`src/rtl/acl_avg.sv`:
```
// Box-car averager: sums 2^LOG2_N X/Y/Z samples and emits 5-bit sign-magnitude results.
// Optional macro ACL_AVG_DEADBAND_EN forces magnitudes <= 1 to zero.
module acl_avg #(
  parameter int unsigned LOG2_N = 3,
  parameter int unsigned SHIFT  = 4
) (
  input  logic        clk_8mhz,
  input  logic        rst,
  input  logic        in_valid,
  input  logic [11:0] in_x,
  input  logic [11:0] in_y,
  input  logic [11:0] in_z,
  output logic [4:0]  x,
  output logic [4:0]  y,
  output logic [4:0]  z,
  output logic        out_valid
);

  localparam int unsigned AW = 12 + LOG2_N;
  localparam int unsigned Sh = LOG2_N + SHIFT;
  localparam logic [LOG2_N-1:0] CntMax = '1;
  localparam logic [AW-1:0] MaxMag = AW'(15);

  logic signed [AW-1:0] acc_q [3];
  logic signed [AW-1:0] acc_d [3];
  logic signed [AW-1:0] sum_q [3];
  logic signed [AW-1:0] sum_d [3];
  logic [4:0]           out_q [3];
  logic [4:0]           out_d [3];
  logic [LOG2_N-1:0]    cnt_q, cnt_d;
  logic                 done_q, done_d;
  logic                 out_valid_q, out_valid_d;
  logic [11:0]          samp [3];

  assign samp[0] = in_x;
  assign samp[1] = in_y;
  assign samp[2] = in_z;

  function automatic logic signed [AW-1:0] sext(input logic [11:0] v);
    return $signed({{LOG2_N{v[11]}}, v});
  endfunction

  // Magnitude is taken as unsigned so the most negative sum stays exact.
  function automatic logic [4:0] to_sm(input logic signed [AW-1:0] s);
    logic [AW-1:0] abs_v;
    logic [AW-1:0] mag;
    logic [3:0]    m;
    abs_v = s[AW-1] ? (~s + AW'(1)) : s;
    mag   = abs_v >> Sh;
    m     = (mag > MaxMag) ? 4'd15 : mag[3:0];
`ifdef ACL_AVG_DEADBAND_EN
    if (m <= 4'd1) m = 4'd0;
`endif
    return {s[AW-1] && (m != 4'd0), m};
  endfunction

  always_comb begin
    acc_d       = acc_q;
    sum_d       = sum_q;
    out_d       = out_q;
    cnt_d       = cnt_q;
    done_d      = 1'b0;
    out_valid_d = 1'b0;
    if (in_valid) begin
      if (cnt_q == CntMax) begin
        for (int i = 0; i < 3; i++) begin
          sum_d[i] = acc_q[i] + sext(samp[i]);
          acc_d[i] = '0;
        end
        cnt_d  = '0;
        done_d = 1'b1;
      end else begin
        for (int i = 0; i < 3; i++) acc_d[i] = acc_q[i] + sext(samp[i]);
        cnt_d = cnt_q + 1'b1;
      end
    end
    // Stage 2 reads sum_q, which the next window cannot overwrite for >= 2 cycles.
    if (done_q) begin
      for (int i = 0; i < 3; i++) out_d[i] = to_sm(sum_q[i]);
      out_valid_d = 1'b1;
    end
  end

  always_ff @(posedge clk_8mhz or posedge rst) begin
    if (rst) begin
      for (int i = 0; i < 3; i++) begin
        acc_q[i] <= '0;
        sum_q[i] <= '0;
        out_q[i] <= '0;
      end
      cnt_q       <= '0;
      done_q      <= 1'b0;
      out_valid_q <= 1'b0;
    end else begin
      for (int i = 0; i < 3; i++) begin
        acc_q[i] <= acc_d[i];
        sum_q[i] <= sum_d[i];
        out_q[i] <= out_d[i];
      end
      cnt_q       <= cnt_d;
      done_q      <= done_d;
      out_valid_q <= out_valid_d;
    end
  end

  assign x         = out_q[0];
  assign y         = out_q[1];
  assign z         = out_q[2];
  assign out_valid = out_valid_q;

endmodule
```
`config.mk`:
```
export PLATFORM = sky130hd
export DESIGN_NAME = acl_avg
export DESIGN_NICKNAME = d
export VERILOG_FILES = /design/src/rtl/acl_avg.sv
export SDC_FILE = /design/constraint.sdc
export NUM_CORES = 1
export LEC_CHECK = 0
export ABC_AREA = 1
export CORE_UTILIZATION = 49
export CTS_BUF_LIST = sky130_fd_sc_hd__clkbuf_4 sky130_fd_sc_hd__clkbuf_8
export DETAILED_ROUTE_END_ITERATION = 6
export HOLD_SLACK_MARGIN = 0.12
export PLACE_DENSITY_LB_ADDON = 0.25
export SLEW_MARGIN = 0
export SYNTH_ARGS = -nofsm -noshare
export SYNTH_HDL_FRONTEND = slang
export SYNTH_SLANG_ARGS = --single-unit
```
`constraint.sdc`:
```
create_clock -name clk_8mhz -period 9.4 [get_ports clk_8mhz]
set_input_delay 2.82 -clock clk_8mhz [delete_from_list [all_inputs] [get_ports clk_8mhz]]
set_output_delay 2.82 -clock clk_8mhz [all_outputs]
set_load 0.05 [all_outputs]
```
==> Word-level counts from Yosys, hierarchy flattened <==
Cells that the tools add are included.
{ "word_totals": {"input_bits": 39, "word_cells": 44, "register_bits": 110, "output_inout_bits": 16} }
{ "op_classes": {"addsub": 7, "n_reduce_logical": 7, "n_mux": 11, "order_cmp": 3, "bitwise": 3, "n_eq_ne": 1} }
{ "ops": {"columns": ["op", "n"], "rows": [
  ["$add A15 B12 Y15", 3],
  ["$add A15 B2 Y15 const B", 3],
  ["$mux W15", 3],
  ["$mux W45", 1],
  ["$not A15 Y15", 3],
  ["$gt A8 B4 Y1 const B", 3],
  ["$mux W4", 3],
  ["$reduce_bool A4 Y1", 3],
  ["$add A3 B1 Y3 const B", 1],
  ["$eq A3 B3 Y1 const B", 1],
  ["$logic_and A1 B1 Y1", 3],
  ["$mux W1", 3],
  ["$mux W3", 1],
  ["$reduce_and A2 Y1", 1]
]} }

==> Logic depth before layout (Yosys ltp) <==
Gate-level depths: netlist of the first run.
{ "logic_depth": {"word_depth": 7, "ltp_mapped": 13, "ltp_nobuf": 13} }

==> Worst setup path after synthesis of the first run <==
No wires, ideal clock.
{ "synth_path": {"kind": "input to register", "from": "input port in_y[0]", "to": "register sum_q[29] in the netlist's numbering", "n_path_buf": 0, "slack_ns": 5.105, "cell_stages": 10, "t_arrival_ns": 4.166, "setup_time_ns": 0.129, "required_time_ns": 9.271, "path_cell_list": "ha_1 inv_1 fa_1 o21ai_2 nand2_1 nand2_2 nand3_2 a21o_1 nand3_1 o21ai_1"} }
{ "synth_between": {"elab_chain_cells": 1} }
{ "synth_lines": {"columns": ["item", "line_no", "text"], "rows": [
  ["start: declaration", "11", "input logic [11:0] in_y,"],
  ["$add A15 B12 Y15", "67", "sum_d[i] = acc_q[i] + sext(samp[i]);"],
  ["end signal: indexed assignment", "97", "sum_q[i] <= sum_d[i];"],
  ["end: declaration", "26", "logic signed [AW-1:0] sum_q [3];"]
]} }
No other way between the ends.
A chain may end at the register's enable or synchronous reset.

==> impl_metrics.ini, run 1 <==
[setup_path]
crit_path_start = in_valid
arrival_ps = 5420
critPathSlowestCell = inv_1
cp.required_ps = 9630
cp-start-kind = input pin
path_max_fanout = 46
path_cells = clkdlybuf4s50_1, inv_2, nor2_4, inv_1, o21ai_0
slowest_delay_ps = 800
path_class = in -> reg
setup.worst_path.end_class = flop
r2r-start = cnt_q[0]$_DFFE_PP0P_

[global_route]
grt_first_pass_wirelength_microns = 26780
grt_max_degree = 70
gr-usage-all-layers = 0.2314
overflow = 0
antenna_found_initial = 0
first_global_vias = 5553

[sta]
period_share = 0.5521
holdWs_ps = 492.9
slew_viol_final = 0
max_slew_margin = 0.3299
skew_ps = 16.62
finalHoldViolCount = 0
rsz0062_at_grt = false
setup_violations = 0
fin_crit_ps = 5190
tns_ps = 0
clock.fmax_ghz = 0.1927
worst_pin_slew_ps = 1004

[logic_synthesis]
syn_inst = 920
syn_area_sq_um = 6998
ys_top_cells_by_area = dfrtp_1 39%, nand2_1 14%, ha_1 7.9%
ys_warn_count = 0
synth_nets = 1006
synth-seq-area-share = 0.3933
yosysTopAreaCellShare = 0.3933
synth_cell_types = 34
synth-seq-cells = 110
syn_area_per_cell_sq_um = 7.606
synth_top_area_cell = dfrtp_1

[placement]
port-buffer-count = 54
dpl_cell_area_sq_um = 7689
place.gp.congestion = 0.9394
place_hpwl_microns = 12000

[drt]
wl_per_cell_microns = 13.79
via_count = 6060
via_per_inst = 5.274
wl_met3_microns = 751
drt-met1-wl_microns = 7797
wl_met2_microns = 7007
routed_wl_microns = 15850
ant_nets = 0
dr.first_iter.drc_count = 411
post-route-drc-count = 0
highest_layer = met4
first_pass_iters = 5

[die]
row_count = 43
fp.dieArea_sq_um = 14760
initial_core_util = 0.5041
die-width_microns = 121.5
die_y_microns = 121.5
ios = 55
core-area_sq_um = 13880

[clocking]
clockBufferDepth = 2
cts_root_buf = clkbuf_8
cts_hold_buf = 0
clk_pin_slew_ps = 100
post_cts_buffers = 0
clkLatencyLatePin_ps = 400
htree_levels = 3
cts_buffers = 9
ctsResizeCount = 0
cts_sinks = 110
cts_tree = done

[cells_and_area]
postLayoutCellArea_sq_um = 7879
final_core_util = 0.5676
num-fill-cells = 1337
drive_gt1_frac = 0.06605
area_delta_synth_final_pct = 12.59
layout.nets = 1050
num_antenna_cells = 0

[min_path]
worstHoldStart = acc_q[40]$_DFFE_PP0P_
worstHoldPathType = reg -> reg

[job]
drv_cap = 0

[run_status]
outcome = completed

[power]
power_mw = 2.733
p_leak_nw = 3.798
p_per_area_nw_per_um2 = 346.9
peakVddDrop_uv = 132.2
worst paths after layout:
| check | to | slack [ps] | depth (start not counted) |
|---|---|---|---|
| max | acc_q[35]$_DFFE_PP0P_ | 4210 | 5 |
| min | acc_q[40]$_DFFE_PP0P_ | 490 | 2 |
| max reg2reg | acc_q[41]$_DFFE_PP0P_ | 7080 | 5 |
| min reg2reg | acc_q[40]$_DFFE_PP0P_ | 490 | 2 |
| max in group asynchronous | acc_q[40]$_DFFE_PP0P_ | 5350 | 3 |
| min in group asynchronous | sum_q[1]$_DFFE_PP0P_ | 2820 | 2 |
where the power goes:
group | switching [mW] | total [mW] | leakage (nW) | internal, mW
combinational | 1.00 | 1.58 | 2.36 | 0.578
sequential | 0.176 | 0.871 | 1.35 | 0.695
clock | 0.179 | 0.282 | 0.0949 | 0.102
total | 1.36 | 2.73 | 3.80 | 1.38
placed cells by master (no fill, tap or decap), types with 7 or more instances in the layout:
cell / n
clkdlybuf4s50_1: 54
nand2_2: 9
xnor2_1: 14
ha_1: 44
o21ai_0: 78
o21bai_1: 8
nand3b_1: 12
a21oi_1: 36
xor2_1: 19
inv_1: 81
nand2_1: 266
nor3_1: 8
dfrtp_1: 110
nor2_1: 66
o21ai_2: 9
nor2_2: 10
nand3_1: 67
clkbuf_8: 9
a31oi_1: 11
o22ai_1: 7
state kept, by name, summed over array words and instances, names as in the netlist:
| register | count |
|---|---|
| cnt_q | 3 |
| x | 5 |
| out_valid | 1 |
| z | 5 |
| acc_q | 45 |
| sum_q | 45 |
| done_q | 1 |
| y | 5 |
cell type report:
cell class / instances / area, sq um / share of cell area
clock inverters: 7 / 66.31 / 0.008417
well taps: 180 / 225.2 / 0.02859
flip-flops and latches: 110 / 2753 / 0.3494
multi-input cells: 702 / 3834 / 0.4866
inverters: 85 / 321.6 / 0.04081
clock buffers: 9 / 123.9 / 0.01572
repair buffers: 56 / 555.5 / 0.07051
Yosys cell counts, drive strengths merged:
cell type,number
nand2,275
dfrtp,110
o21ai,93
inv,85
nor2,82
nand3,71
ha,44
a21oi,37
xor2,19
clkbuf,15
xnor2,14
nand3b,12
a31oi,11
nor3,9
buf,8
o21bai,8
o22ai,7
o31ai,6
nand4,5
fa,3
a21o,2
or2,2
a21boi,1
and3,1
metrics by stage:
stage / setup WS (ps) / cells
floorplan: 3678 / 920
global placement: 3866 / 1133
detailed placement: 3750 / 1133
CTS: 4177 / 1149
global route: 3996 / 1149
finish: 4210 / 1149
critical path, delay by kind of cell:
family,cells,cell delay (ps)
buf+inv,3,2110
compound gates,1,230
simple gates,1,210
per-layer routing:
layer  vias up  track usage
li1       3114            -
met1      2804       0.3301
met2       129       0.3572
met3        13      0.04652
met4         0      0.06173
met5         -            0
kinds of logic (layout without fill, tap and decap cells):
kind of cell | count (synthesis) | after routing | synth area share
simple gates | 457 | 457 | 0.2852
compound gates | 165 | 165 | 0.1337
buf+inv | 108 | 157 | 0.05918
xor+xnor | 33 | 33 | 0.04130
flops | 110 | 110 | 0.3933
fa+ha+maj | 47 | 47 | 0.08725
Note: power is estimated with default switching activity, not from simulation.
==> run 2: changes to the inputs <==
==> constraint.sdc (replaced) <==
create_clock -name clk_8mhz -period 4.6 [get_ports clk_8mhz]
set_input_delay 1.38 -clock clk_8mhz [delete_from_list [all_inputs] [get_ports clk_8mhz]]
set_output_delay 1.38 -clock clk_8mhz [all_outputs]
set_load 0.05 [all_outputs]
==> impl_metrics.ini, run 2 (same netlist as run 1, synthesis figures left out) <==
[run_status]
outcome = completed

[power]
p_leak_nw = 3.802
peakVddDrop_uv = 220.2
p_per_area_nw_per_um2 = 703.8
power_mw = 5.548

[drt]
dr.first_iter.drc_count = 342
ant_nets = 0
via_per_inst = 5.268
first_pass_iters = 6
wl_per_cell_microns = 13.73
routed_wl_microns = 15780
via_count = 6053
post-route-drc-count = 0

[cells_and_area]
area_delta_synth_final_pct = 12.64
layout_commonest_cell = nand2_1
drive_gt1_frac = 0.06605
top_regs = acc_q: 45 flops, sum_q: 45 flops
layout.nets = 1051
num-fill-cells = 1336
layout_common_cells = 266 x nand2_1, 110 x dfrtp_1, 81 x inv_1
postLayoutCellArea_sq_um = 7883
num_antenna_cells = 0

[clocking]
clk_pin_slew_ps = 100
htree_levels = 3
ctsResizeCount = 0
cts_sinks = 110
cts_tree = done
cts_buffers = 9
clkLatencyLatePin_ps = 390
cts_root_buf = clkbuf_8
cts_hold_buf = 0
clockBufferDepth = 2
post_cts_buffers = 0

[die]
initial_core_util = 0.5041
row_count = 43
die-width_microns = 121.5
core-area_sq_um = 13880
die_y_microns = 121.5
fp.dieArea_sq_um = 14760
ios = 55

[global_route]
grt_max_degree = 111
first_global_vias = 5559
met1_usage = 0.3319
grt.met3_usage = 0.03383
top_usage_layer = met2
antenna_found_initial = 0
globalRouteMet2Util = 0.3459
grt_first_pass_wirelength_microns = 26260
gr-usage-all-layers = 0.2282
overflow = 0

[setup_path]
path_delay_family = buffers and inverters
arrival_ps = 3540
setup.worst_path.end_class = flop
r2r-start = cnt_q[0]$_DFFE_PP0P_
critPathSlowestCell = clkdlybuf4s50_1
path_max_fanout = 32
cp-start-kind = input pin
cp.required_ps = 4890
path_buf_inv = 3
slowest_delay_ps = 650
path_class = in -> reg
crit_path_start = in_valid
path_cells = clkdlybuf4s50_1, inv_2, nor2_4, inv_1, o31ai_1

[sta]
worst_pin_slew_ps = 1101
setup_slack_ps = 1351
max_slew_margin = 0.2650
fin_crit_ps = 3249
tns_ps = 0
skew_ps = 10.66
slew_viol_final = 0
period_share = 0.7064
finalHoldViolCount = 0
setup_violations = 0
rsz0062_at_grt = false
clock.fmax_ghz = 0.3078

[min_path]
worstHoldPathType = reg -> reg
worstHoldStart = cnt_q[2]$_DFFE_PP0P_

[placement]
place.gp.congestion = 0.9541
dpl_cell_area_sq_um = 7709
place_ws_ps = 956.7
place_hpwl_microns = 11740
port-buffer-count = 54

[job]
drv_cap = 0
-- run 2: cell type report --
| class | instances | area, sq um | share of cell area |
|---|---|---|---|
| inverter | 85 | 321.6 | 0.04079 |
| timing repair buffer | 57 | 575.6 | 0.07302 |
| clock inverter | 3 | 21.27 | 0.002698 |
| sequential | 110 | 2753 | 0.3492 |
| multi-input combinational | 702 | 3834 | 0.4863 |
| tap | 180 | 225.2 | 0.02857 |
| clock buffer | 12 | 152.6 | 0.01937 |
-- run 2: path summary, 6_finish.rpt --
check	endpoint	slack [ps]	cells after the start
hold / removal	cnt_q[2]$_DFFE_PP0P_	490	2
setup / recovery	acc_q[11]$_DFFE_PP0P_	1350	5
setup reg to reg	acc_q[11]$_DFFE_PP0P_	2210	5
max in group asynchronous	acc_q[32]$_DFFE_PP0P_	2680	3
hold reg to reg	cnt_q[2]$_DFFE_PP0P_	490	2
min in group asynchronous	x[1]$_DFFE_PP0P_	1460	3
-- run 2: worst min-delay path, cell delays in order, from the launching register on --
cell and delay (ps):
dfrtp_1 360, nand2_1 50, nand2_1 50
-- run 2: per-layer routing --
layer,part of all wire,up-vias
met2,0.44,136
met5,0,-
li1,-,3107
met4,0.022,0
met1,0.49,2788
met3,0.048,22
-- run 2: report_power, final --
| group | switching (mW) | leakage (nW) | internal [mW] |
|---|---|---|---|
| registers | 0.359 | 1.35 | 1.42 |
| clock network | 0.331 | 0.0893 | 0.222 |
| logic | 2.03 | 2.37 | 1.18 |
| total | 2.72 | 3.80 | 2.83 |
-- run 2: through the flow --
step,cells,hold WS (ps),utilization
floorplan,920,445.9,-
global placement,1134,458.2,0.5553
detailed placement,1134,471.6,0.5553
CTS,1149,496.3,0.5679
global route,1149,508.3,0.5679
finish,1149,487.6,0.5679
==> run 3: changes to the inputs <==
==> constraint.sdc (replaced) <==
create_clock -name clk_8mhz -period 3.4 [get_ports clk_8mhz]
set_input_delay 1.02 -clock clk_8mhz [delete_from_list [all_inputs] [get_ports clk_8mhz]]
set_output_delay 1.02 -clock clk_8mhz [all_outputs]
set_load 0.05 [all_outputs]
==> impl_metrics.ini, run 3 (same netlist as run 1, synthesis figures left out) <==
[run_status]
outcome = completed

[die]
die_y_microns = 121.5
row_count = 43
die-width_microns = 121.5
fp.dieArea_sq_um = 14760
ios = 55
core-area_sq_um = 13880
initial_core_util = 0.5041

[sta]
setup_violations = 0
setup_slack_ps = 642.0
tns_ps = 0
rsz0062_at_grt = false
slew_viol_final = 0
period_share = 0.8112
skew_ps = 9.553
finalHoldViolCount = 0
fin_crit_ps = 2758
max_slew_margin = 0.4954
clock.fmax_ghz = 0.3626
worst_pin_slew_ps = 756.1
holdWs_ps = 493.4

[cells_and_area]
area_delta_synth_final_pct = 14.12
layout.nets = 1058
num_antenna_cells = 0
top_regs = acc_q: 45 flops, sum_q: 45 flops
layout_commonest_cell = nand2_1
multi_input_area_sq_um = 3834
layout_common_cells = 266 x nand2_1, 110 x dfrtp_1, 81 x inv_1
seq_area_sq_um = 2753
num-fill-cells = 1321
drive_gt1_frac = 0.07369

[global_route]
grt_max_degree = 82
overflow = 0
antenna_found_initial = 0
first_global_vias = 5704
grt_first_pass_wirelength_microns = 26950
gr-usage-all-layers = 0.2327

[setup_path]
path_class = in -> reg
path_max_fanout = 4
cp.required_ps = 3680
arrival_ps = 3040
worst_r2r_path_depth = 10
ff2ff_setup_slack_ps = 1390
r2r-start = acc_q[30]$_DFFE_PP0P_
cp-start-kind = input pin
setup.worst_path.end_class = flop
reg2reg_to = sum_q[44]$_DFFE_PP0P_

[clocking]
ctsResizeCount = 0
htree_levels = 3
clockBufferDepth = 2
cts_root_buf = clkbuf_8
cts_sinks = 110
cts_hold_buf = 0
clkLatencyLatePin_ps = 390
cts_buffers = 9
post_cts_buffers = 0
cts_tree = done
clk_pin_slew_ps = 110

[drt]
dr.first_iter.drc_count = 452
post-route-drc-count = 0
first_pass_iters = 4
ant_nets = 0
via_count = 6030
via_per_inst = 5.212
wl_per_cell_microns = 13.86
routed_wl_microns = 16040

[power]
p_leak_nw = 3.851
peakVddDrop_uv = 359.7
p_per_area_nw_per_um2 = 954.2
power_mw = 7.621

[placement]
place.gp.congestion = 0.9559
port-buffer-count = 54
place_hpwl_microns = 12060
place_ws_ps = 228.8

[min_path]
worstHoldStart = acc_q[25]$_DFFE_PP0P_
holdPathStages = 2
min_to = acc_q[25]$_DFFE_PP0P_
worstHoldPathType = reg -> reg

[job]
drv_cap = 0
## run 3: cell types whose count changed in the layout (fill, tap and decap cells not counted)
cell	delta
buf_12	+1
bufinv_16	+1
inv_6	+1
clkbuf_4	-1
inv_4	-1
clkinv_2	-1
clkinvlp_4	+1
buf_4	+6
inv_8	+1
## run 3: worst max-delay path, stage by stage
cell             delay, ps
clkdlybuf4s50_1        470
ha_1                   190
inv_1                   90
fa_1                   430
o21ai_2                270
nand2_1                100
nand2_2                 90
nand3_2                 70
a21o_1                 200
nand3_1                 60
o21ai_1                 60
## run 3: worst max path at each step
stage / from / end / slack, ps / cells after the start
2_1_floorplan: in_y[0] / sum_q[29]$_DFFE_PP0P_ / 910 / 10
3_3_place_gp: in_x[0] / sum_q[44]$_DFFE_PP0P_ / 260 / 11
3_5_place_dp: in_x[0] / sum_q[44]$_DFFE_PP0P_ / 230 / 11
4_1_cts: in_x[0] / sum_q[44]$_DFFE_PP0P_ / 630 / 11
5_1_grt: in_y[0] / sum_q[29]$_DFFE_PP0P_ / 520 / 11
6_report: in_x[0] / sum_q[44]$_DFFE_PP0P_ / 640 / 11
## run 3: cell type report
class / count / area share
Multi-Input combinational cell: 702 / 0.4800
Tap cell: 180 / 0.02820
Timing Repair Buffer: 64 / 0.08021
Sequential cell: 110 / 0.3447
Clock inverter: 5 / 0.008303
Inverter: 85 / 0.04042
Clock buffer: 11 / 0.01817
## run 3: metal layers
layer / GRT usage / routed length (microns)
met1: 0.3337 / 8016
met4: 0.04707 / 191
met3: 0.04041 / 614
met2: 0.3690 / 7215
met5: 0 / 0
## run 3: through the flow
step | instance area, sq um | util | cells
after floorplan | 7002 | - | 920
after global placement | 7775 | 0.5601 | 1141
after detailed placement | 7775 | 0.5601 | 1141
after CTS | 7986 | 0.5754 | 1157
after global routing | 7986 | 0.5754 | 1157
final | 7986 | 0.5754 | 1157
## run 3: power breakdown
group	total, mW	internal, mW	switching (mW)
Sequential	2.41	1.92	0.483
Clock	0.861	0.379	0.482
Combinational	4.35	1.61	2.74
Total	7.62	3.91	3.71
